==> config.mk <==
export PLATFORM = sky130hd
export DESIGN_NAME = l2_request_arbiter
export DESIGN_NICKNAME = d
export VERILOG_FILES = /design/src/rtl/torrence_types.sv /design/src/rtl/l2_request_arbiter.sv
export SDC_FILE = /design/constraint.sdc
export NUM_CORES = 1
export LEC_CHECK = 0
export CAP_MARGIN = 10
export CORE_ASPECT_RATIO = 1.75
export CORE_MARGIN = 2
export CORE_UTILIZATION = 22
export CTS_BUF_LIST = sky130_fd_sc_hd__clkbuf_2 sky130_fd_sc_hd__clkbuf_4 sky130_fd_sc_hd__clkbuf_8
export DETAILED_ROUTE_END_ITERATION = 7
export PLACE_DENSITY = 0.87
export SYNTH_ARGS = -nofsm -noshare
export SYNTH_HDL_FRONTEND = slang
export SYNTH_SLANG_ARGS = --single-unit
==> constraint.sdc <==
create_clock -name clk -period 3.5 [get_ports clk]
set_input_delay 1.05 -clock clk [delete_from_list [all_inputs] [get_ports clk]]
set_output_delay 1.05 -clock clk [all_outputs]
set_load 0.03 [all_outputs]
==> src/rtl/torrence_types.sv <==
//==============================================================================
// Module      : torrence_types (package)
// Description : Shared type definitions for the memory subsystem: the memory
//               operation enum carried on L1/L2 request ports, the L2 request
//               arbiter state encoding and its grant-owner encodings.
// Revision    : 1.0 - initial release
//==============================================================================
`default_nettype none

package torrence_types;

    // Operation carried on every cache/L2 request port.
    typedef enum logic [1:0] {
        LOAD       = 2'b00,
        STORE      = 2'b01,
        CLFLUSH    = 2'b10,
        MO_UNKNOWN = 2'b11
    } memory_operation_e;

    // L2 request arbiter state. ST_UNKNOWN exists so that an illegal state
    // propagates X through simulation instead of silently aliasing a legal one.
    typedef enum logic [1:0] {
        ST_IDLE    = 2'b00,
        ST_GRANT_I = 2'b01,
        ST_GRANT_D = 2'b10,
        ST_UNKNOWN = 2'bxx
    } l2_arb_state_e;

    // grant_owner output encodings of the L2 request arbiter.
    localparam logic [1:0] GRANT_NONE   = 2'b00;
    localparam logic [1:0] GRANT_ICACHE = 2'b01;
    localparam logic [1:0] GRANT_DCACHE = 2'b10;

    // Maps an arbiter state onto the grant_owner encoding.
    function automatic logic [1:0] grant_owner_of(input l2_arb_state_e st);
        case (st)
            ST_IDLE:    grant_owner_of = GRANT_NONE;
            ST_GRANT_I: grant_owner_of = GRANT_ICACHE;
            ST_GRANT_D: grant_owner_of = GRANT_DCACHE;
            default:    grant_owner_of = 2'bxx;
        endcase
    endfunction

endpackage

`default_nettype wire

==> src/rtl/l2_request_arbiter.sv <==
//==============================================================================
// Module      : l2_request_arbiter
// Description : Shares the single L2 request port between the instruction
//               cache and the data cache. A cache owns the port for its whole
//               request window (multi-beat writeback/allocate/flush bursts),
//               and ownership alternates round-robin when both contend.
//
// Ports
//   clk, reset        : clock, synchronous active-high reset
//   i_req_valid       : icache request window (always a LOAD)
//   i_req_addr        : icache beat address
//   i_req_fulfilled   : beat-complete strobe to icache
//   d_req_valid       : dcache request window
//   d_req_type        : dcache operation (may change inside one window)
//   d_req_addr        : dcache beat address
//   d_req_wdata       : dcache store data
//   d_req_fulfilled   : beat-complete strobe to dcache
//   l2_req_valid/type/addr/wdata : request towards L2
//   l2_req_fulfilled  : beat-complete strobe from L2
//   grant_owner       : 00 none, 01 icache, 10 dcache
//   protocol_error    : sticky, L2 strobed with no active request
//
// Revision    : 1.0 - initial release
//==============================================================================
`default_nettype none

module l2_request_arbiter
    import torrence_types::*;
#(
    parameter int XLEN = 32
) (
    input  logic              clk,
    input  logic              reset,

    // icache side
    input  logic              i_req_valid,
    input  logic [XLEN-1:0]   i_req_addr,
    output logic              i_req_fulfilled,

    // dcache side
    input  logic              d_req_valid,
    input  memory_operation_e d_req_type,
    input  logic [XLEN-1:0]   d_req_addr,
    input  logic [XLEN-1:0]   d_req_wdata,
    output logic              d_req_fulfilled,

    // L2 side
    output logic              l2_req_valid,
    output memory_operation_e l2_req_type,
    output logic [XLEN-1:0]   l2_req_addr,
    output logic [XLEN-1:0]   l2_req_wdata,
    input  logic              l2_req_fulfilled,

    // status
    output logic [1:0]        grant_owner,
    output logic              protocol_error
);

    l2_arb_state_e state_q, state_d;

    // When set, the dcache wins a tie in ST_IDLE. Only a release moves it,
    // so a dcache writeback->allocate type change inside one window never
    // perturbs the fairness pointer.
    logic prio_d_q, prio_d_d;

    logic protocol_error_q;

    //--------------------------------------------------------------------------
    // State, priority pointer and sticky error register
    //--------------------------------------------------------------------------
    always_ff @(posedge clk) begin
        if (reset) begin
            state_q          <= ST_IDLE;
            prio_d_q         <= 1'b1;
            protocol_error_q <= 1'b0;
        end else begin
            state_q  <= state_d;
            prio_d_q <= prio_d_d;
            // A strobe while nothing is presented to L2 means L2 and the
            // arbiter disagree about who is being served.
            if (l2_req_fulfilled && !l2_req_valid) begin
                protocol_error_q <= 1'b1;
            end
        end
    end

    assign protocol_error = protocol_error_q;

    //--------------------------------------------------------------------------
    // Next-state and priority pointer
    //--------------------------------------------------------------------------
    // A release always passes through the owner's grant state with its valid
    // low, so a requester that drops and immediately re-raises valid cannot
    // keep the port: it re-arbitrates with the pointer favouring the other.
    always_comb begin
        state_d  = state_q;
        prio_d_d = prio_d_q;

        case (state_q)
            ST_IDLE: begin
                if (i_req_valid && d_req_valid) begin
                    state_d = prio_d_q ? ST_GRANT_D : ST_GRANT_I;
                end else if (d_req_valid) begin
                    state_d = ST_GRANT_D;
                end else if (i_req_valid) begin
                    state_d = ST_GRANT_I;
                end
            end

            ST_GRANT_I: begin
                if (!i_req_valid) begin
                    prio_d_d = 1'b1;
                    state_d  = d_req_valid ? ST_GRANT_D : ST_IDLE;
                end
            end

            ST_GRANT_D: begin
                if (!d_req_valid) begin
                    prio_d_d = 1'b0;
                    state_d  = i_req_valid ? ST_GRANT_I : ST_IDLE;
                end
            end

            default: begin
                state_d  = ST_UNKNOWN;
                prio_d_d = 1'bx;
            end
        endcase
    end

    //--------------------------------------------------------------------------
    // Datapath mux and fulfilled routing
    //--------------------------------------------------------------------------
    // Everything here is combinational on the current state and the owner's
    // live inputs, so the owner dropping valid drops l2_req_valid and masks
    // any strobe in that same cycle.
    always_comb begin
        l2_req_valid    = 1'b0;
        l2_req_type     = LOAD;
        l2_req_addr     = '0;
        l2_req_wdata    = '0;
        i_req_fulfilled = 1'b0;
        d_req_fulfilled = 1'b0;
        grant_owner     = grant_owner_of(state_q);

        case (state_q)
            ST_IDLE: begin
                // defaults already describe an idle port
            end

            ST_GRANT_I: begin
                l2_req_valid    = i_req_valid;
                l2_req_type     = LOAD;
                l2_req_addr     = i_req_addr;
                i_req_fulfilled = l2_req_fulfilled & i_req_valid;
            end

            ST_GRANT_D: begin
                l2_req_valid    = d_req_valid;
                l2_req_type     = d_req_type;
                l2_req_addr     = d_req_addr;
                l2_req_wdata    = d_req_wdata;
                d_req_fulfilled = l2_req_fulfilled & d_req_valid;
            end

            default: begin
                l2_req_valid    = 1'bx;
                l2_req_type     = MO_UNKNOWN;
                l2_req_addr     = 'x;
                l2_req_wdata    = 'x;
                i_req_fulfilled = 1'bx;
                d_req_fulfilled = 1'bx;
                grant_owner     = 2'bxx;
            end
        endcase
    end

endmodule

`default_nettype wire

==> flow_metrics.py, run 1 <==
metrics = {
    "run_status": {
        "status": "complete, no violations",
    },
    "detailed_routing": {
        "vias_per_cell": 4.76,
        "route.detailed.drc": 0,
        "dr_total_vias": 1739,
        "routed_wl_mm": 5.10,
        "routed_wire_length_per_instance_um": 14.0,
        "ant_nets": 0,
        "first_pass_iters": 4,
        "drt-initial-drc-count": 17,
    },
    "synthesis": {
        "synth_top_area_share": 0.259,
        "syn_avg_cell_area_um2": 6.42,
        "synthesis.instances": 149,
        "synth_fp_nets": 258,
        "synth_seq_area_share": 0.0838,
        "synth_top_area_cell": "a22oi_1",
        "synth.distinct_cells": 24,
        "synth_warnings": 0,
        "ys_seq_elements": 4,
        "yosys-top-cells-area": "a22oi_1 (26%), and2_1 (21%), nor2_1 (13%), dfxtp_1 (8.4%), ha_1 (7.9%)",
        "synth_area_um2": 956,
    },
    "placement": {
        "gp_congestion": 0.785,
        "place_hpwl_mm": 4.13,
        "io_buffers": 174,
        "placedCellCount": 362,
    },
    "worst_hold_path": {
        "hold_path_class": "flop to flop",
    },
    "sta": {
        "grt_setup_unrepaired": "false",
        "finalCritPeriodShare": 0.983,
        "slew_viol_final": 0,
        "slew_headroom": 0.762,
        "setup_total_negative_slack_ns": 0,
        "period_needed_ns": 3.44,
        "worst_pin_slew_ns": 0.357,
        "skew_ns": 0.0000937,
        "setup_viol": 0,
        "final_hold_viol_count": 0,
        "timing.fmax_ghz": 0.291,
    },
    "power": {
        "leakagePower_nw": 1.15,
        "vdd_drop_max_uv": 414,
        "power.density_nw_per_um2": 548,
    },
    "global_route": {
        "grt_usage": 0.201,
        "antenna_found_initial": 0,
        "grt_pass1_vias": 1735,
        "grt_max_degree": 36,
        "grt_pass1_wl_mm": 7.76,
        "grt-ovfl-total": 0,
    },
    "clock_network": {
        "h-tree-depth": 1,
        "clk_pin_slew_worst_paths_ns": 0.03,
        "post_cts_buffers": 0,
        "numCtsBuffers": 3,
        "clockBufferDepth": 2,
        "hold_buffers": 0,
        "worstSkewPairLatency_ns": 0.21,
        "root_buffer": "clkbuf_8",
        "cts_sinks": 4,
        "cts_tree": "built",
    },
    "worst_setup_path": {
        "critPathLaunchType": "input port",
        "required_ns": 2.45,
        "crit_top_cell": "clkdlybuf4s50_1",
        "end_kind": "output port",
        "slowest_delay_ns": 0.68,
        "worstSetupPathType": "input port to output port",
        "crit_chain": "clkdlybuf4s50_1, a22oi_1, nor2_1, clkdlybuf4s50_1",
        "critical-path-slowest-cell": "clkdlybuf4s50_1",
        "crit_family": "buffers and inverters",
        "worstPathArrival_ns": 2.39,
        "critPathBufInv": 2,
        "crit_fanout": 1,
    },
    "cells_and_area": {
        "instances_no_fill": 365,
        "syn_to_final_growth_pct": 189,
        "nets": 427,
        "diodes": 0,
        "final_layout_size_suffix_gt1_frac": 0.0759,
    },
    "floorplan": {
        "core-area_um2": 4150,
        "pin_count": 175,
        "die-height_um": 91.2,
        "initial_core_util": 0.230,
        "fp.dieArea_um2": 4910,
        "row_count": 31,
        "die_width_um": 53.8,
    },
    "job": {
        "maxCapViolCount": 0,
    },
}
-- power by group --
part	leakage, nW	total, mW	switching, mW	internal, mW
Clock	0.0216	0.0939	0.0208	0.0730
Sequential	0.0332	0.0784	0.0161	0.0624
Combinational	1.10	1.34	0.763	0.579
-- state kept, by name, summed over array words and instances, names as in the netlist --
name and count:
state_q 2, protocol_error 1, prio_d_q 1
-- placed cells by master (no fill, tap or decap), types with 2 or more instances in the layout --
| master | count |
|---|---|
| clkdlybuf4s50_1 | 154 |
| a22oi_1 | 33 |
| nor2_1 | 33 |
| and2_1 | 32 |
| buf_4 | 19 |
| ha_1 | 6 |
| inv_1 | 5 |
| o21ai_0 | 4 |
| dlymetal6s2s_1 | 4 |
| dfxtp_1 | 4 |
| clkbuf_8 | 3 |
| a21o_1 | 2 |
| nor2b_1 | 2 |
| a21oi_1 | 2 |
| buf_12 | 2 |
-- path summary, 6_finish.rpt --
check / start / to / slack, ns / depth (start not counted)
setup / recovery: d_req_addr[12] / l2_req_addr[12] / 0.06 / 4
hold / removal: protocol_error / protocol_error / 0.45 / 2
setup reg to reg: state_q[1] / state_q[0] / 1.76 / 5
hold reg to reg: protocol_error / protocol_error / 0.45 / 2
-- stage by stage --
step | hold slack [ns] | instance area, um2 | power (mW) | setup WS, ns | util
after floorplan | 0.477 | 956 | 0.872 | 0.303 | -
after global placement | 0.435 | 2710 | 1.42 | 0.0867 | 0.653
after detailed placement | 0.445 | 2710 | 1.43 | 0.0664 | 0.653
after CTS | 0.449 | 2750 | 1.53 | 0.0631 | 0.663
after global routing | 0.481 | 2760 | 1.63 | 0.00210 | 0.666
final | 0.445 | 2760 | 1.51 | 0.0587 | 0.666
-- cell usage after synthesis (all sizes together) --
cell	count
a21boi	1
a21o	2
a21oi	2
a22o	1
a22oi	33
a31oi	1
and2	32
and3	1
buf	6
clkbuf	9
clkinv	1
dfxtp	4
ha	6
inv	5
nand2b	1
nor2	33
nor2b	2
nor3b	1
nor4b	1
o21ai	4
o221ai	1
o311a	1
o311ai	1
-- layout make-up --
type / count / area [um2]
multi-input combinational: 124 / 783
fill: 347 / 1390
sequential: 4 / 80.1
timing repair buffer: 179 / 1770
tap: 49 / 61.3
clock buffer: 3 / 41.3
inverter: 6 / 22.5
-- logic make-up after synthesis --
kind of cell / after synthesis / share of synthesized area
compound gates: 47 / 0.359
fa+ha+maj: 6 / 0.0785
buf+inv: 21 / 0.0968
flops: 4 / 0.0838
simple gates: 71 / 0.382
-- timing repair --
action	4_1_cts	5_1_grt
hold endpoints to repair	0	0
resized for setup	0	4
setup endpoints to repair	0	4
-- worst min-delay path, delay by kind of cell, from the launching register on --
kind | cells | cell delay [ns]
DFF | 1 | 0.30
buffers and inverters | 1 | 0.04
AOI/OAI and AO/OA | 1 | 0.05
-- routing by layer --
metal	vias to the layer above	part of all wire	track usage
met5	-	0	0
met4	0	0.0055	0.0406
met3	2	0.12	0.0444
met2	118	0.55	0.393
met1	766	0.33	0.197
li1	853	-	-
No activity file was read; power rests on OpenSTA's default activity.
==> run 2, diff against run 1 <==
--- a/config.mk
+++ b/config.mk
@@ -10,6 +10,7 @@
 export CORE_MARGIN = 2
 export CORE_UTILIZATION = 22
 export CTS_BUF_LIST = sky130_fd_sc_hd__clkbuf_2 sky130_fd_sc_hd__clkbuf_4 sky130_fd_sc_hd__clkbuf_8
+export CTS_CLUSTER_DIAMETER = 40
 export DETAILED_ROUTE_END_ITERATION = 7
 export PLACE_DENSITY = 0.87
 export SYNTH_ARGS = -nofsm -noshare
==> results of run 2 <==
The final DEF is identical to that of run 1; final timing and power are the same.
==> run 3, diff against run 2 <==
==> config.mk (replaced) <==
export PLATFORM = sky130hd
export DESIGN_NAME = l2_request_arbiter
export DESIGN_NICKNAME = d
export VERILOG_FILES = /design/src/rtl/torrence_types.sv /design/src/rtl/l2_request_arbiter.sv
export SDC_FILE = /design/constraint.sdc
export NUM_CORES = 1
export LEC_CHECK = 0
export CORE_AREA = 2 2 67 69
export CTS_BUF_LIST = sky130_fd_sc_hd__clkbuf_2 sky130_fd_sc_hd__clkbuf_4 sky130_fd_sc_hd__clkbuf_8
export CTS_CLUSTER_DIAMETER = 40
export DETAILED_ROUTE_END_ITERATION = 7
export DIE_AREA = 0 0 69 71
export DONT_BUFFER_PORTS = 1
export PLACE_DENSITY_LB_ADDON = 0.05
export SYNTH_ARGS = -nofsm -noshare
export SYNTH_HDL_FRONTEND = slang
export SYNTH_SLANG_ARGS = --single-unit
==> flow_metrics.py, run 3 (synthesis results as in run 1) <==
metrics = {
    "run_status": {
        "status": "complete, no violations",
    },
    "power": {
        "leakagePower_nw": 0.573,
        "vdd_drop_max_uv": 347,
        "power.density_nw_per_um2": 922,
    },
    "floorplan": {
        "initial_core_util": 0.227,
        "fp.dieArea_um2": 4900,
        "core-area_um2": 4200,
        "die_width_um": 69,
        "pin_count": 175,
        "row_count": 24,
        "die-height_um": 71,
    },
    "sta": {
        "timing.fmax_ghz": 0.334,
        "whs_ns": 0.528,
        "setup_viol": 0,
        "worst_pin_slew_ns": 0.596,
        "setup_total_negative_slack_ns": 0,
        "setup_slack_ns": 0.510,
        "final_hold_viol_count": 0,
        "skew_ns": 0.000473,
        "slew_viol_final": 0,
        "slew_headroom": 0.603,
        "period_needed_ns": 2.99,
        "grt_setup_unrepaired": "false",
        "finalCritPeriodShare": 0.854,
    },
    "worst_setup_path": {
        "worstSetupPathType": "flop to output port",
        "critPathLaunchType": "flop",
        "r2r_start": "state_q[0]",
        "crit_fanout": 21,
        "r2r_end": "state_q[0]",
        "required_ns": 2.45,
        "worstPathArrival_ns": 1.94,
        "end_kind": "output port",
        "r2r_slack_ns": 1.76,
        "rr_worst_depth": 6,
    },
    "placement": {
        "gp_congestion": 0.727,
        "place_hpwl_mm": 3.02,
        "io_buffers": 0,
        "pre_cts_ws_ns": 0.699,
    },
    "detailed_routing": {
        "routed_wl_mm": 3.69,
        "vias_per_cell": 5.31,
        "drt-initial-drc-count": 42,
        "routed_wire_length_per_instance_um": 16.3,
        "first_pass_iters": 4,
        "dr_total_vias": 1205,
        "ant_nets": 0,
        "route.detailed.drc": 0,
    },
    "job": {
        "maxCapViolCount": 0,
    },
    "clock_network": {
        "hold_buffers": 0,
        "worstSkewPairLatency_ns": 0.21,
        "cts_sinks": 4,
        "root_buffer": "clkbuf_8",
        "post_cts_buffers": 0,
        "cts_resized": 0,
        "h-tree-depth": 1,
        "clockBufferDepth": 2,
        "cts_tree": "built",
        "numCtsBuffers": 3,
        "clk_pin_slew_worst_paths_ns": 0.03,
    },
    "cells_and_area": {
        "largest_reg_flops": 2,
        "nets": 286,
        "multi_input_area_um2": 790,
        "final_layout_size_suffix_gt1_frac": 0.240,
        "diodes": 0,
        "fillCellCount": 484,
        "mostFrequentLayoutCells": "buf_4 (38), a22oi_1 (33), nor2_1 (33)",
        "ff_latch_area_um2": 80.1,
        "syn_to_final_growth_pct": 34.3,
        "mostFrequentLayoutCell": "buf_4",
        "max_flop_register": "state_q",
    },
    "global_route": {
        "grt-ovfl-total": 0,
        "antenna_found_initial": 0,
        "grt_pass1_vias": 1086,
        "grt_usage": 0.126,
        "grt_pass1_wl_mm": 5.18,
        "grt_max_degree": 40,
    },
    "worst_hold_path": {
        "holdPathEnd": "state_q[1]",
        "hp-start": "state_q[1]",
        "holdPathStages": 2,
        "hold_path_class": "flop to flop",
    },
}
run 3: layout make-up:
cell class	count	area share
Clock buffer	3	0.0322
Inverter	6	0.0175
Multi-Input combinational cell	124	0.615
Sequential cell	4	0.0624
Tap cell	52	0.0507
Timing Repair Buffer	38	0.222
run 3: per-layer routing:
| metal | routed length [um] | global-route usage | up-vias |
|---|---|---|---|
| li1 | - | - | 571 |
| met1 | 1340 | 0.140 | 535 |
| met2 | 1990 | 0.246 | 96 |
| met3 | 341 | 0.0271 | 3 |
| met4 | 22 | 0.0261 | 0 |
| met5 | 0 | 0 | - |
run 3: worst max-delay path: stages (launching register included):
cell,delay (ns)
dfxtp_1,0.33
inv_1,0.11
ha_1,0.54
buf_4,0.35
a22oi_1,0.10
nor2_1,0.11
buf_4,0.17
run 3: where the power goes:
part	switching, mW	internal, mW	leakage, nW
logic	0.705	0.304	0.518
clock network	0.0222	0.0731	0.0216
registers	0.0171	0.0623	0.0332
total	0.744	0.440	0.573
run 3: per-stage QoR:
step | utilization | area (um2) | cells | power, mW
floorplan | - | 956 | 149 | 0.872
global placement | 0.296 | 1240 | 224 | 1.09
detailed placement | 0.296 | 1240 | 224 | 1.10
CTS | 0.305 | 1280 | 227 | 1.20
global route | 0.305 | 1280 | 227 | 1.27
finish | 0.305 | 1280 | 227 | 1.18
run 3: how the worst max path moves through the flow:
stage               cells after the start         endpoint  slack [ns]   startpoint
global placement                        6  l2_req_addr[30]        0.83   state_q[1]
finish                                  6  l2_req_addr[28]        0.51   state_q[1]
global route                            6  l2_req_addr[24]        0.31   state_q[1]
CTS                                     6  l2_req_addr[27]        0.48   state_q[1]
floorplan                               2  i_req_fulfilled        0.30  i_req_valid
detailed placement                      6  l2_req_addr[12]        0.70   state_q[1]
